`src/rtl/fp_add_scheduler.sv`:
```
// Round-robin scheduler that shares one floating-point adder between NREQ requesters.
// Accept -> Go pulse -> bounded wait for Done -> result handshake back to the winner.
module fp_add_scheduler #(
  parameter int NREQ         = 4,
  parameter int EXPBITS      = 8,
  parameter int MANTISSABITS = 23,
  parameter int TIMEOUT      = 64,
  localparam int WIDTH       = 1 + EXPBITS + MANTISSABITS,
  localparam int IDW         = $clog2(NREQ)
) (
  input  logic                  Clock,
  input  logic                  ResetN,
  input  logic [NREQ-1:0]       ReqValid,
  output logic [NREQ-1:0]       ReqReady,
  input  logic [NREQ*WIDTH-1:0] ReqA,
  input  logic [NREQ*WIDTH-1:0] ReqB,
  output logic [NREQ-1:0]       RspValid,
  input  logic [NREQ-1:0]       RspReady,
  output logic [WIDTH-1:0]      RspResult,
  output logic                  RspError,
  output logic                  AddGo,
  output logic [WIDTH-1:0]      AddA,
  output logic [WIDTH-1:0]      AddB,
  input  logic                  AddDone,
  input  logic [WIDTH-1:0]      AddResult,
  output logic                  Busy,
  output logic [IDW-1:0]        GrantId
);

  localparam int CW = $clog2(TIMEOUT);

  typedef enum logic [1:0] {IDLE, START, WAIT, RESP} state_t;

  state_t            state_q;
  logic [IDW-1:0]    ptr_q;
  logic [IDW-1:0]    grant_q;
  logic [CW-1:0]     count_q;
  logic [WIDTH-1:0]  add_a_q;
  logic [WIDTH-1:0]  add_b_q;
  logic [WIDTH-1:0]  rsp_result_q;
  logic              rsp_error_q;
  logic [NREQ-1:0]   rsp_valid_q;
  logic              add_go_q;
  logic              busy_q;

  logic [IDW-1:0]    grant_d;
  logic              grant_vld_d;

  // Scan from the highest offset down so the nearest requester at or after ptr wins.
  always_comb begin
    int             idx;
    logic [IDW-1:0] idx_w;
    grant_d     = '0;
    grant_vld_d = 1'b0;
    idx         = 0;
    idx_w       = '0;
    for (int k = NREQ - 1; k >= 0; k--) begin
      idx   = (int'(ptr_q) + k) % NREQ;
      idx_w = IDW'(idx);
      if (ReqValid[idx_w]) begin
        grant_d     = idx_w;
        grant_vld_d = 1'b1;
      end
    end
  end

  always_comb begin
    ReqReady = '0;
    if (ResetN && state_q == IDLE && grant_vld_d) ReqReady[grant_d] = 1'b1;
  end

  always_ff @(posedge Clock or negedge ResetN) begin
    if (!ResetN) begin
      state_q      <= IDLE;
      ptr_q        <= '0;
      grant_q      <= '0;
      count_q      <= '0;
      add_a_q      <= '0;
      add_b_q      <= '0;
      rsp_result_q <= '0;
      rsp_error_q  <= 1'b0;
      rsp_valid_q  <= '0;
      add_go_q     <= 1'b0;
      busy_q       <= 1'b0;
    end else begin
      add_go_q <= 1'b0;
      case (state_q)
        IDLE: begin
          if (grant_vld_d) begin
            add_a_q  <= ReqA[int'(grant_d)*WIDTH +: WIDTH];
            add_b_q  <= ReqB[int'(grant_d)*WIDTH +: WIDTH];
            grant_q  <= grant_d;
            add_go_q <= 1'b1;
            busy_q   <= 1'b1;
            state_q  <= START;
          end
        end
        START: begin
          count_q <= '0;
          state_q <= WAIT;
        end
        WAIT: begin
          count_q <= count_q + CW'(1);
          // Done has priority over a timeout landing in the same cycle.
          if (AddDone) begin
            rsp_result_q <= AddResult;
            rsp_error_q  <= 1'b0;
            rsp_valid_q  <= NREQ'(1) << grant_q;
            state_q      <= RESP;
          end else if (count_q == CW'(TIMEOUT - 1)) begin
            rsp_result_q <= '0;
            rsp_error_q  <= 1'b1;
            rsp_valid_q  <= NREQ'(1) << grant_q;
            state_q      <= RESP;
          end
        end
        RESP: begin
          if (RspReady[grant_q]) begin
            rsp_valid_q <= '0;
            busy_q      <= 1'b0;
            ptr_q       <= (grant_q == IDW'(NREQ - 1)) ? '0 : grant_q + IDW'(1);
            state_q     <= IDLE;
          end
        end
        default: state_q <= IDLE;
      endcase
    end
  end

  assign AddGo     = add_go_q;
  assign AddA      = add_a_q;
  assign AddB      = add_b_q;
  assign RspResult = rsp_result_q;
  assign RspError  = rsp_error_q;
  assign RspValid  = rsp_valid_q;
  assign Busy      = busy_q;
  assign GrantId   = grant_q;

endmodule
```
`config.mk`:
```
export PLATFORM = sky130hd
export DESIGN_NAME = fp_add_scheduler
export DESIGN_NICKNAME = d
export VERILOG_FILES = /design/src/rtl/fp_add_scheduler.sv
export SDC_FILE = /design/constraint.sdc
export NUM_CORES = 1
export LEC_CHECK = 0
export BUFFER_PORTS_ARGS = -buffer_cell sky130_fd_sc_hd__buf_2
export CORE_AREA = 3 3 157 159
export CTS_CLUSTER_DIAMETER = 60
export DETAILED_ROUTE_END_ITERATION = 12
export DIE_AREA = 0 0 160 162
export HOLD_SLACK_MARGIN = 0.08
export PLACE_DENSITY_LB_ADDON = 0.1
export SETUP_SLACK_MARGIN = 0.4
export SLEW_MARGIN = 15
export SYNTH_ARGS = -nofsm -noshare
export SYNTH_HDL_FRONTEND = slang
export SYNTH_SLANG_ARGS = --single-unit
```
`constraint.sdc`:
```
create_clock -name Clock -period 4.61 [get_ports Clock]
set_clock_uncertainty 0.15 [all_clocks]
set_input_delay 0.461 -clock Clock [delete_from_list [all_inputs] [get_ports Clock]]
set_output_delay 0.461 -clock Clock [all_outputs]
set_load 0.03 [all_outputs]
```
==> results by group <==
CTS
  • Post-CTS Hold Buffers: 1
  • Inserted Clock Buffers: 17
  • Post-CTS setup buffer count: 0
  • Post_cts resized: 0
  • Clock Tree Root: clkbuf_16
  • Worst skew pair latency: between 400 and 500 ps
  • CTS tree: done
  • H-tree depth: 4
  • Clock-pin slew on the worst setup and hold paths: about 60 ps
  • CTS max path bufs: 2
  • Clock Sinks: around 120

Logic synthesis
  • Syn Std Cell Area: approximately 0.0064 sq mm
  • Syn Area/Cell: around 9 sq um
  • Post-synthesis register bit count: approximately 120
  • Post-Synthesis Cells: 697
  • Sequential share of the synthesized area: 44.6%
  • Commonest register cell after synthesis: dfrtp_1
  • Async SR Flop Fraction: between 90% and 100%
  • Post-synth EDFFs: 0
  • Cell variety after synth: 41
  • Post-synth net total: roughly 1000
  • Count of warnings emitted by yosys: 0

Critical path
  • Top fanout value on the critical path: 67
  • Crit. End Element: output pin
  • Critical Path RT: 4000 ps
  • WS Path Type: flop to output pin
  • CP arrival: between 2000 and 3000 ps
  • CP startpoint kind: flop

Final layout
  • Commonest non-fill, non-tap cell in the layout: buf_2
  • Share of layout cells above drive strength 1: about 43%
  • Layout area overhead: 44.9%
  • Filler Cell Count: 2521
  • Most frequent cells in the layout: buf_2, and3_1, a211oi_1
  • NumNets Final: between 1000 and 1500

STA
  • Hold Vio Cnt, Final: 0
  • Final Cycle Share: ~71%
  • Period minus WS final: around 3300 ps
  • Max Clk Rate: between 300 and 400 MHz
  • Setup TNS: 0 ps
  • RSZ-0062 raised after global routing: no
  • Headroom to the max-slew limit: roughly 28%
  • Slew @ Worst Pin: ~1100 ps
  • Setup violators final: 0
  • Slew Viols, Final: 0
  • Setup ws final: ~1400 ps

Pwr
  • Pwr dens: slightly above 700 mW/mm^2
  • Total power: approximately 6.8 mW
  • Worst VDD drop: roughly 0.26 mV
  • P_leak: 4.67 nW

GRT
  • Met2 usage: between 30% and 40%
  • Pin count of the biggest net entering global routing: between 90 and 100
  • GRT overflow: 0
  • Initial antenna violation count: 11
  • All-layer global routing usage: 20.8%
  • First-pass GRT wire length: roughly 42000 um
  • Vias in the first global route: between 7000 and 8000
  • Met3 GRT Util: approximately 7.3%
  • Met1 Use GR: 24.6%
  • Busiest layer in global routing: met2

Status
  • Run status: finished clean

Floorplan
  • Die area: 0.0259 sq mm
  • Core Area: 0.0234 sq mm
  • Die Wd: about 160 um
  • I/O Pins: 408
  • Starting Density: roughly 28%
  • Num rows: 56
  • Die height: 162 um

Route
  • DRT iter0 DRCs: 338
  • Residual DRC count: 0
  • Drt total wl: between 20000 and 30000 um
  • Vias: 6960
  • Routed Antenna Nets: 0
  • First-pass iteration count of the detailed router: 4
  • Routed WL per cell: just under 20 um
  • Vias per cell: between 4 and 5

Placement
  • PortBufs: 407
  • Hpwl dp: between 20000 and 25000 um
  • Routability congestion estimate: 0.850
  • Place WS: around 1400 ps

Hold path
  • Min-Delay Path Class: input port to flop

Run
  • Max_cap viols: 0
## routing by layer
| layer | routed length, um | up-vias |
|---|---|---|
| li1 | - | 3357 |
| met1 | 11200 | 3294 |
| met2 | 13700 | 266 |
| met3 | 2130 | 37 |
| met4 | 659 | 6 |
| met5 | 54 | - |
## sequential cells by signal, indices dropped and copies added, names as in the netlist
signal / cells
AddA: 32
AddB: 32
RspResult: 32
count_q: 6
RspValid: 4
GrantId: 2
ptr_q: 2
state_q: 2
AddGo: 1
Busy: 1
RspError: 1
## worst paths after layout
check	end	slack [ps]	depth (start not counted)	startpoint
max in group asynchronous	AddA[4]	2400	3	ResetN
min in group asynchronous	RspResult[6]	470	2	ResetN
max reg2reg	AddB[10]	1680	7	ptr_q[1]
min	RspResult[4]	120	2	AddResult[4]
min reg2reg	RspResult[1]	350	1	RspResult[1]
max	ReqReady[3]	1360	8	state_q[1]
## area by class of cell
type | count | area [sq um] | area share [%]
flip-flops and latches | 115 | 2880 | 30.8
clock inverters | 14 | 203 | 2.17
inverters | 10 | 37.5 | 0.402
multi-input cells | 500 | 3240 | 34.7
clock buffers | 18 | 429 | 4.59
well taps | 319 | 399 | 4.27
repair buffers | 419 | 2130 | 22.8
diodes | 8 | 20.0 | 0.214
## worst max-delay path: stages (launching register included)
cell	delay, ps
dfrtp_1	410
inv_1	100
ha_1	190
nand2b_1	120
inv_2	100
buf_4	670
nand2_1	220
nor3_1	170
buf_2	230
## stage by stage
stage | instance area, sq um | hold slack (ps) | instances | utilization [%]
after floorplan | 6450 | 15.4 | 697 | -
after global placement | 8680 | 333 | 1362 | 37.1
after detailed placement | 8680 | 336 | 1362 | 37.1
after CTS | 9320 | 89.0 | 1395 | 39.8
after global routing | 9340 | 102 | 1402 | 39.9
final | 9340 | 115 | 1403 | 39.9
## synth_stat cells, types with 3 or more instances
| cell type | number | share of area (%) |
|---|---|---|
| o21ai_0 | 5 | 0.39 |
| a21oi_1 | 4 | 0.31 |
| nor2b_1 | 6 | 0.58 |
| a211oi_1 | 128 | 15 |
| buf_6 | 5 | 0.87 |
| mux2_2 | 6 | 1.0 |
| nor3_1 | 68 | 5.3 |
| inv_1 | 9 | 0.52 |
| mux2i_1 | 3 | 0.47 |
| a22o_1 | 33 | 4.5 |
| and3_1 | 129 | 13 |
| nand2_1 | 12 | 0.70 |
| dfrtp_1 | 115 | 45 |
| clkbuf_1 | 55 | 3.2 |
| ha_1 | 9 | 1.7 |
| nand2b_1 | 3 | 0.29 |
| buf_2 | 9 | 0.70 |
| nand3_1 | 3 | 0.23 |
| nor2_1 | 68 | 4.0 |
## cells by family (layout without fill, tap and decap cells)
family,Yosys count,in the layout,share of synthesized area [%]
AOI/OAI and AO/OA,181,181,21.4
xor gates and xnor gates,1,1,0.136
adders and majority gates,9,9,1.75
buffers and inverters,82,461,5.59
DFF,115,115,44.6
muxes,10,10,1.86
other,0,8,0
and+or+nand+nor,299,299,24.6
## power breakdown
group          internal [mW]  total, mW  switching [mW]
Sequential              1.50       1.77           0.272
Clock                  0.913       1.43           0.517
Combinational           1.18       3.58            2.40
Note: power is estimated with default switching activity, not from simulation.
